## src/rtl/fetch_pkg.sv

```systemverilog
// Shared definitions for the instruction fetch stage.
// Latency: n/a (types and constants only).
// Backpressure: n/a.
// Contents: FSM state enum, NOP encoding, PCsrc select codes, InstType codes.
package fetch_pkg;

  typedef enum logic [2:0] {
    ST_IDLE = 3'd0,
    ST_REQ  = 3'd1,
    ST_WAIT = 3'd2,
    ST_EXEC = 3'd3,
    ST_HALT = 3'd4
  } state_t;

  // addi x0,x0,0 -- architecturally a no-op, safe to drive when idle.
  localparam logic [31:0] NOP_INST_DEF = 32'h0000_0013;
  localparam logic [31:0] RESET_PC_DEF = 32'h0000_0000;

  // PCsrc codes from the controller; 2'b11 is reserved and behaves as PC_PLUS4.
  localparam logic [1:0] PC_PLUS4 = 2'b00;
  localparam logic [1:0] PC_IMM   = 2'b01;
  localparam logic [1:0] PC_JALR  = 2'b10;

  // InstType codes, matching the controller's encoding.
  localparam logic [1:0] INST_I = 2'b00;
  localparam logic [1:0] INST_S = 2'b01;
  localparam logic [1:0] INST_B = 2'b10;
  localparam logic [1:0] INST_J = 2'b11;

endpackage

```

## src/rtl/imm_gen_bj.sv

```systemverilog
// Branch/jump immediate extraction with sign extension.
// Latency: combinational, zero cycles.
// Backpressure: none (pure function of inputs).
// Ports: inst_hi = inst[31:7] (opcode bits carry no immediate), inst_type
// selects J-format when INST_J, B-format otherwise; imm = 32-bit offset.
module imm_gen_bj
  import fetch_pkg::*;
(
  input  logic [31:7] inst_hi,
  input  logic [1:0]  inst_type,
  output logic [31:0] imm
);

  always_comb begin
    if (inst_type == INST_J) begin
      imm = {{11{inst_hi[31]}}, inst_hi[31], inst_hi[19:12], inst_hi[20],
             inst_hi[30:21], 1'b0};
    end else begin
      imm = {{19{inst_hi[31]}}, inst_hi[31], inst_hi[7], inst_hi[30:25],
             inst_hi[11:8], 1'b0};
    end
  end

endmodule

```

## src/rtl/fetch_unit.sv

```systemverilog
// Instruction fetch stage: PC register, instruction register and fetch FSM.
// Latency: >= 3 cycles per instruction (REQ handshake, WAIT for rvalid, EXEC).
// Backpressure: request held with stable address while imem_ready is low;
// WAIT extends until imem_rvalid; inst_valid is high for exactly one EXEC cycle.
// Ports: clk/nrst (async active-low); PCsrc/InstType/alu_result from the
// controller, sampled at the EXEC edge; imem_* ready/valid memory interface;
// inst/inst_valid/pc/pc_plus4 to the datapath; fetch_fault misalignment flag.
// Option: define FETCH_MISALIGN_TRAP_EN to halt on a misaligned next PC;
// otherwise the low two bits of the next PC are cleared and fetch_fault is 0.
module fetch_unit
  import fetch_pkg::*;
#(
  parameter logic [31:0] RESET_PC = RESET_PC_DEF,
  parameter logic [31:0] NOP_INST = NOP_INST_DEF
) (
  input  logic        clk,
  input  logic        nrst,
  input  logic [1:0]  PCsrc,
  input  logic [1:0]  InstType,
  input  logic [31:0] alu_result,
  output logic        imem_req,
  output logic [31:0] imem_addr,
  input  logic        imem_ready,
  input  logic        imem_rvalid,
  input  logic [31:0] imem_rdata,
  output logic [31:0] inst,
  output logic        inst_valid,
  output logic [31:0] pc,
  output logic [31:0] pc_plus4,
  output logic        fetch_fault
);

  state_t      state, state_nxt;
  logic [31:0] inst_q;
  logic [31:0] imm;
  logic [31:0] next_raw;
  logic [31:0] next_pc;
  logic        pc_load;

  imm_gen_bj u_imm (
    .inst_hi   (inst_q[31:7]),
    .inst_type (InstType),
    .imm       (imm)
  );

  assign pc_plus4  = pc + 32'd4;
  assign imem_addr = pc;

  always_comb begin
    next_raw = pc_plus4;
    unique case (PCsrc)
      PC_IMM:  next_raw = pc + imm;
      PC_JALR: next_raw = alu_result & ~32'h1;
      default: next_raw = pc_plus4;
    endcase
  end

`ifdef FETCH_MISALIGN_TRAP_EN
  logic misaligned;
  logic fault_set;
  logic fault_q;

  assign next_pc     = next_raw;
  assign misaligned  = (next_raw[1:0] != 2'b00);
  assign fetch_fault = fault_q;

  always_ff @(posedge clk or negedge nrst) begin
    if (!nrst) begin
      fault_q <= 1'b0;
    end else if (fault_set) begin
      fault_q <= 1'b1;
    end
  end
`else
  // Without trapping, misaligned targets are silently word-aligned.
  assign next_pc     = next_raw & ~32'h3;
  assign fetch_fault = 1'b0;
`endif

  always_comb begin
    state_nxt  = state;
    imem_req   = 1'b0;
    inst       = NOP_INST;
    inst_valid = 1'b0;
    pc_load    = 1'b0;
`ifdef FETCH_MISALIGN_TRAP_EN
    fault_set  = 1'b0;
`endif
    unique case (state)
      ST_IDLE: state_nxt = ST_REQ;
      ST_REQ: begin
        imem_req = 1'b1;
        if (imem_ready) state_nxt = ST_WAIT;
      end
      ST_WAIT: begin
        if (imem_rvalid) state_nxt = ST_EXEC;
      end
      ST_EXEC: begin
        inst       = inst_q;
        inst_valid = 1'b1;
`ifdef FETCH_MISALIGN_TRAP_EN
        if (misaligned) begin
          fault_set = 1'b1;
          state_nxt = ST_HALT;
        end else begin
          pc_load   = 1'b1;
          state_nxt = ST_REQ;
        end
`else
        pc_load   = 1'b1;
        state_nxt = ST_REQ;
`endif
      end
      ST_HALT: state_nxt = ST_HALT;
      default: state_nxt = ST_IDLE;
    endcase
  end

  // Read data is only captured in WAIT, so responses left over from before a
  // reset (arriving in IDLE/REQ) never reach the instruction register.
  always_ff @(posedge clk or negedge nrst) begin
    if (!nrst) begin
      state  <= ST_IDLE;
      pc     <= RESET_PC;
      inst_q <= NOP_INST;
    end else begin
      state <= state_nxt;
      if (pc_load) pc <= next_pc;
      if (state == ST_WAIT && imem_rvalid) inst_q <= imem_rdata;
    end
  end

endmodule
```

## config.mk

```make
export PLATFORM = sky130hd
export DESIGN_NAME = fetch_unit
export DESIGN_NICKNAME = d
export VERILOG_FILES = /design/src/rtl/fetch_pkg.sv /design/src/rtl/imm_gen_bj.sv /design/src/rtl/fetch_unit.sv
export SDC_FILE = /design/constraint.sdc
export NUM_CORES = 1
export LEC_CHECK = 0
export CAP_MARGIN = 20
export CELL_PAD_IN_SITES_DETAIL_PLACEMENT = 0
export CELL_PAD_IN_SITES_GLOBAL_PLACEMENT = 1
export CORE_MARGIN = 2
export CORE_UTILIZATION = 36
export DETAILED_ROUTE_END_ITERATION = 6
export PLACE_DENSITY = 0.95
export SLEW_MARGIN = 20
export SYNTH_ARGS = -nofsm -noshare
export SYNTH_HDL_FRONTEND = slang
export SYNTH_SLANG_ARGS = --single-unit
```

## constraint.sdc

```tcl
create_clock -name clk -period 7.9 [get_ports clk]
set_clock_uncertainty 0.2 [all_clocks]
set_input_delay 1.58 -clock clk [delete_from_list [all_inputs] [get_ports clk]]
set_output_delay 1.58 -clock clk [all_outputs]
set_load 0.05 [all_outputs]
```

# Yosys cells after proc, flatten, opt, wreduce, memory -nomap -nowiden
# Index checks and enable logic that the tools add are counted.
[classes]
eq_ne = 9
n_mux = 8
addsub = 2
n_reduce_logical = 4
[op_table]
columns = ["cell", "count"]
rows = [
  ["case mux 32 bit (2 select lines)", 1],
  ["adder 32 x 3 -> 32 bit (second input constant)", 1],
  ["adder 32 bit", 1],
  ["two-way mux 32 bit", 1],
  ["two-way mux 20 bit", 1],
  ["case mux 3 bit (4 select lines)", 1],
  ["== test 3 x 2 -> 1 bit (second input constant)", 2],
  ["two-way mux 3 bit", 2],
  ["== test 2 bit (second input constant)", 2],
  ["inequality test 2 bit (second input constant)", 2],
  ["== test 3 x 1 -> 1 bit (second input constant)", 1],
  ["== test 3 bit (second input constant)", 1],
  ["zero test 3 bit", 1],
  ["== test 2 x 1 -> 1 bit (second input constant)", 1],
  ["two-way mux 1 bit", 2],
  ["AND reduction 2 bit", 1],
  ["OR reduction 2 bit", 1],
  ["logical AND 1 bit", 1],
]
[totals]
word_cells = 26
ff_bits = 65
out_inout_bits = 131
input_bits = 72

# Depth between registers and ports, before layout
# Gate-level depths: netlist (run 1).
[logic_depth]
depth_word = 4
depth_mapped = 16
depth_no_buf = 14

# Cells and area by module
# A second synthesis (run 1) with hierarchy kept.
[hier_totals]
hier_cells = 707
area_unflattened_um2 = 6095.8
[by_module_without_submodules]
columns = ["mod", "cells_per_inst", "instances", "area_per_inst_um2"]
rows = [
  ["fetch_unit", 671, 1, 5794.3],
  ["imm_gen_bj", 36, 1, 301.5],
]

# Least setup slack after synthesis (run 1)
# No wires, ideal clock.
[synth_path]
kind = "input to register"
from = "input port InstType[1]"
to = "register pc[27] (netlist: imem_addr[27])"
path_buffers = 2
t_required_ns = 7.562
slack_ns = 2.994
t_arrival_ns = 4.568
cell_stages = 15
path_cell_list = "clkbuf_1 > nand2_1 > and2_1 > clkbuf_1 > a31o_2 > ha_1 > a21o_1 > a21o_1 > a221o_1 > a221o_1 > a31oi_1 > o21ai_0 > xor2_1 > o2111ai_1 > o211ai_1"
[synth_between]
elab_chain_cells = 4
[synth_rtl]
columns = ["item", "line_no", "text"]
rows = [
  ["start, declared", "fetch_unit.sv:19", "input logic [1:0] InstType,"],
  ["== test 2 bit", "imm_gen_bj.sv:15", "if (inst_type == INST_J) begin"],
  ["two-way mux 20 bit", "imm_gen_bj.sv:15", ""],
  ["adder 32 bit", "fetch_unit.sv:52", "PC_IMM: next_raw = pc + imm;"],
  ["case mux 32 bit (2 select lines)", "fetch_unit.sv:51", "unique case (PCsrc)"],
  ["end signal, assigned", "fetch_unit.sv:128", "if (pc_load) pc <= next_pc;"],
  ["end, declared", "fetch_unit.sv:28", "output logic [31:0] pc,"],
]
# Every way passes these cells.
# A chain may end at the register's enable or synchronous reset.

# Worst setup path after layout (run 1)
[layout_path]
from = "register pc[2] (netlist: imem_addr[2])"
to = "output port pc_plus4[28]"
[layout_between]
elab_chain_cells = 1
[layout_rtl]
columns = ["item", "line_no", "text"]
rows = [
  ["adder 32 x 3 -> 32 bit", "fetch_unit.sv:46", "assign pc_plus4 = pc + 32'd4;"],
  ["end, declared", "fetch_unit.sv:29", "output logic [31:0] pc_plus4,"],
]
# Every way passes these cells.

==> results of run 1 <==
[metrics by stage]
step | util, % | setup WS [ps]
finish | 50.51 | 2553
global route | 50.51 | 2355
CTS | 50.49 | 2579
detailed placement | 48.48 | 2243
global placement | 48.48 | 2274
floorplan | - | 2994
[how the worst min path moves through the flow]
stage	startpoint	cells after the start	slack [ps]	endpoint
2_1_floorplan	state[0]$_DFFE_PN0P_	1	260	state[2]$_DFFE_PN0P_
3_3_place_gp	state[0]$_DFFE_PN0P_	1	280	state[2]$_DFFE_PN0P_
3_5_place_dp	inst_q[21]$_DFFE_PN0P_	1	290	inst_q[21]$_DFFE_PN0P_
4_1_cts	inst_q[21]$_DFFE_PN0P_	1	300	inst_q[21]$_DFFE_PN0P_
5_1_grt	inst_q[6]$_DFFE_PN0P_	1	320	inst_q[6]$_DFFE_PN0P_
6_report	inst_q[21]$_DFFE_PN0P_	1	300	inst_q[21]$_DFFE_PN0P_
[cell usage in the layout (no fill, tap or decap), types with 6 or more instances in the layout]
cell type        Yosys  final
a21o_1              18     18
a21oi_1             40     40
a221o_1             11     11
a221oi_1            13     13
a31o_2              10     10
and2_1              33     33
and3_1              11     11
buf_4               38      7
clkbuf_16            0      9
clkdlybuf4s50_1      0    192
conb_1               1      7
dfrtp_1             62     62
ha_1                35     34
inv_1               20     20
mux2_2              36     36
nand2_1             50     50
nand3_1             22     22
nand4_1             13     13
nor2_1              30     30
o21ai_0             24     24
o31ai_1              6      6
xnor2_1             39     39
xor2_1              16     16
[per-layer routing]
metal,part of all wire (%),wire length (um),vias up,GRT usage [%]
met5,0,0,-,0
met4,1.9,344,0,7.885
met3,6.1,1121,20,3.298
met2,46,8396,211,33.43
met1,46,8541,2626,29.95
li1,-,-,2648,-
[sequential cells by signal, summed over array words and instances, names as in the netlist]
signal	cells
imem_addr	30
inst_q	32
state	3
[cells by family after synthesis]
kind of cell / after synthesis / synth area share (%)
buffers and inverters: 93 / 8.499
DFF: 65 / 28.18
xor gates and xnor gates: 56 / 8.607
AOI/OAI and AO/OA: 177 / 21.93
other: 1 / 0.06482
and+or+nand+nor: 188 / 17.11
adders and majority gates: 36 / 7.915
muxes: 40 / 7.699
[cell type report]
type                    count  area [um^2]
flip-flops and latches     65         1630
inverters                  20        75.07
repair buffers            200         1979
well taps                 216        270.3
clock inverters             5        63.81
fillers                  1496         7805
multi-input cells         504         3694
clock buffers              11        252.7
[worst max-delay path, cell delays in order, from the launching register on]
cell	delay [ps]
dfrtp_1	540
ha_1	330
nand3_1	330
or4_1	770
nor2_4	190
xor2_1	190
clkdlybuf4s50_1	840
==> metrics.md, run 1 <==
| Metric | Value |
|---|---|
| Vias in the first global route | `5225` |
| Endpoints failing setup | `0` |
| Number of synthesized flops with an enable pin | `0` |
| Gate Count Post-Synth | `656` |
| Max cap viols | `0` |
| Critical path class | `register to primary output` |
| Worst reg2reg path depth | `12` |
| Initial Utilization | `36.69%` |
| Ys async rst share | `100.0%` |
| Endpoint type of the worst setup path | `primary output` |
| Synth top cells by count | `dfrtp_1 (62), nand2_1 (50), a21oi_1 (40)` |
| Worst Path Required | `6120 ps` |
| Max-slew violations | `0` |
| # rows | `46` |
| Root Driver | `clkbuf_16` |
| Die area | `0.01710 mm^2` |
| Core Area | `0.01577 mm^2` |
| First-pass GRT wire length | `28.11 mm` |
| Die height | `130.8 um` |
| Die width | `130.8 um` |
| Minimum setup slack among reg-to-reg paths | `4020 ps` |
| R2r startpoint | `inst_q[31]$_DFFE_PN0P_` |
| Post-synth top flop | `dfrtp_1` |
| Fin Setup TNS | `0 ps` |
| WL/cell | `18.02 um` |
| DRC | `0` |
| CTS sink count | `65` |
| Layout area overhead | `37.67%` |
| Via/cell ratio | `5.392` |
| GRT Total Usage | `21.37%` |
| Worst min-delay path category | `register to register` |
| Residual overflow from global routing | `0` |
| Routability cong. | `0.9301` |
| Post-Place Cell Area | `0.007646 mm^2` |
| Startpoint types | `register` |
| Maximum clock rate | `0.1870 GHz` |
| Cell variety after synth | `66` |
| Synthesis Warnings | `0` |
| Final period util | `67.68%` |
| Placed cell count | `1005` |
| Slew @ Worst Pin | `895.5 ps` |
| Largest net degree at the start of global routing | `66` |
| Cell Area, Synth | `0.005786 mm^2` |
| Seq/Total Area, Yosys | `28.18%` |
| RSZ-0062 raised after global routing | `no` |
| Worst slew margin | `40.24%` |
| Final nets | `908` |
| Crit path launch | `imem_addr[2]$_DFFE_PN0P_` |
| Post-CTS sizing | `0` |
| Diode count | `0` |
| Most common cell in the netlist | `dfrtp_1` |
| CTS tree | `done` |
| Yosys reg bits | `65` |
| Synth top area cells | `dfrtp_1 (27%), ha_1 (7.6%), mux2_2 (7.0%), xnor2_1 (5.9%), buf_4 (4.9%)` |
| Final Critical Period | `5347 ps` |
| Initial antenna violation count | `0` |
| Skew-Pair Late Insertion Delay | `350 ps` |
| Routed Antenna Nets | `0` |
| Crit path DAT | `3570 ps` |
| Hold-fix buffers at CTS | `0` |
| Dpl hpwl | `13.21 mm` |
| CTS buffer count | `9` |
| Vias post-DR | `5505` |
| Worst Setup EP | `pc_plus4[28]` |
| Layout cells sized above 1 | `11.06%` |
| RR Endpoint | `imem_addr[27]$_DFFE_PN0P_` |
| Post-route cell area | `0.007965 mm^2` |
| Mean area per synthesized cell | `8.819 um^2` |
| Port buffer count | `193` |
| Final instance count without filler cells | `1021` |
| Clock buffer depth | `2` |
| Drt total wl | `18.40 mm` |
| WHS | `296.0 ps` |
| TritonRoute pass-1 iters | `5` |
| Status | `finished clean` |
| IO Count | `203` |
| CTS clk-pin slew, worst paths | `60 ps` |
| H-Tree Depth | `3` |
| Max FO, Critical Path | `9` |
| Top cell type's share of synthesized area | `26.82%` |
| Final hold vios | `0` |
| Initial DRC Count | `333` |
| Setup Buffers After CTS | `0` |
| Synth area leader | `dfrtp_1` |
Power of run 1 is not shown: default switching activity piles up to over one toggle a cycle in this logic, so the estimate is an artifact.
==> run 2, diff against run 1 <==
Settings changed: CORE_UTILIZATION 36 to 31, PLACE_DENSITY 0.95 to 0.88.
Clock period 7.9 ns to 4.6 ns, I/O delays scaled along.
==> metrics.md, run 2 (same netlist as run 1, synthesis figures left out) <==
| Metric | Value |
|---|---|
| Max cap viols | `0` |
| Layout cells sized above 1 | `13.42%` |
| CP max-delay cell | `clkdlybuf4s50_1` |
| Worst min-delay path category | `register to register` |
| Dpl hpwl | `14.45 mm` |
| Vias in the first global route | `5474` |
| Drt total wl | `19.19 mm` |
| Most common cell after layout, fill and taps aside | `clkdlybuf4s50_1` |
| Final Critical Period | `4403 ps` |
| Worst slew margin | `45.78%` |
| Most frequent cells in the layout | `clkdlybuf4s50_1 (190), dfrtp_1 (62), nand2_1 (50)` |
| Endpoints failing setup | `0` |
| Diode count | `0` |
| RSZ-0062 raised after global routing | `no` |
| Final hold vios | `0` |
| Critical path class | `register to primary output` |
| Register area | `0.001630 mm^2` |
| Startpoint types | `register` |
| Initial Utilization | `31.88%` |
| Endpoint type of the worst setup path | `primary output` |
| Residual overflow from global routing | `0` |
| FILL cells | `1792` |
| Status | `finished clean` |
| DRC | `0` |
| Fin Setup TNS | `0 ps` |
| WHS | `293.8 ps` |
| CTS tree | `done` |
| Layout area overhead | `40.51%` |
| H-Tree Depth | `3` |
| CTS buffer count | `9` |
| First-pass GRT wire length | `30.28 mm` |
| Initial DRC Count | `505` |
| CTS sink count | `65` |
| Slew @ Worst Pin | `813.3 ps` |
| Skew-Pair Late Insertion Delay | `340 ps` |
| GRT Total Usage | `19.38%` |
| # rows | `49` |
| Core Area | `0.01815 mm^2` |
| Final nets | `930` |
| Routability cong. | `0.8849` |
| Area of the multi-input gates | `0.003691 mm^2` |
| Via/cell ratio | `5.347` |
| Minimum setup slack among reg-to-reg paths | `1090 ps` |
| Die height | `140.6 um` |
| Worst Path Required | `3480 ps` |
| Max FO, Critical Path | `7` |
| Crit path DAT | `3280 ps` |
| Reg with most FFs | `inst_q` |
| Hold-fix buffers at CTS | `0` |
| Root Driver | `clkbuf_16` |
| Clock buffer depth | `2` |
| Post-CTS sizing | `0` |
| IO Count | `203` |
| Largest net degree at the start of global routing | `43` |
| Routed Antenna Nets | `0` |
| TritonRoute pass-1 iters | `4` |
| Crit path buffers/inverters | `1` |
| Critical Path, Cell by Cell | `and4_4, and4_4, nand4_1, nor3_1, nand4_1, xnor2_1, clkdlybuf4s50_1` |
| Vias post-DR | `5646` |
| Final period util | `95.71%` |
| CTS clk-pin slew, worst paths | `60 ps` |
| WL/cell | `18.17 um` |
| Die area | `0.01977 mm^2` |
| Worst stage delay on the critical path | `840 ps` |
| Maximum clock rate | `0.2271 GHz` |
| Critical path's top delay family | `simple AND/OR/NAND/NOR gates` |
| Max reg flops | `32` |
| Initial antenna violation count | `0` |
| Setup Buffers After CTS | `0` |
| Max-slew violations | `0` |
| Die width | `140.6 um` |
| Port buffer count | `193` |
-- run 2: metrics by stage --
step	utilization, %	cell area (um^2)	setup slack, ps	std cells
after floorplan	-	5808	353.6	662
after global placement	43.11	7823	74.09	1040
after detailed placement	43.11	7823	35.77	1040
after CTS	44.79	8129	175.0	1056
after global routing	44.79	8129	3.012	1056
final	44.79	8129	197.4	1056
-- run 2: layout make-up --
type	count	share of cell area (%)
flip-flops and latches	65	20.06
clock buffers	11	2.986
inverters	20	0.9235
well taps	229	3.525
repair buffers	222	26.32
multi-input cells	504	45.41
clock inverters	5	0.7850
-- run 2: worst paths after layout --
check	start	endpoint	cells after the start
setup reg to reg	inst_q[31]$_DFFE_PN0P_	imem_addr[29]$_DFFE_PN0P_	12
max in group asynchronous	nrst	inst_q[1]$_DFFE_PN1P_	2
hold reg to reg	inst_q[21]$_DFFE_PN0P_	inst_q[21]$_DFFE_PN0P_	1
setup / recovery	imem_addr[14]$_DFFE_PN0P_	pc_plus4[31]	7
min in group asynchronous	nrst	inst_q[16]$_DFFE_PN0P_	1
hold / removal	inst_q[21]$_DFFE_PN0P_	inst_q[21]$_DFFE_PN0P_	1
-- run 2: routing by layer --
metal	wire length (um)	vias to the layer above	global-route usage (%)
li1	-	2688	-
met1	8588	2711	26.63
met2	8972	227	31.53
met3	1330	20	3.770
met4	293	0	4.737
met5	0	-	0
Power of run 2 is left out for the same reason.
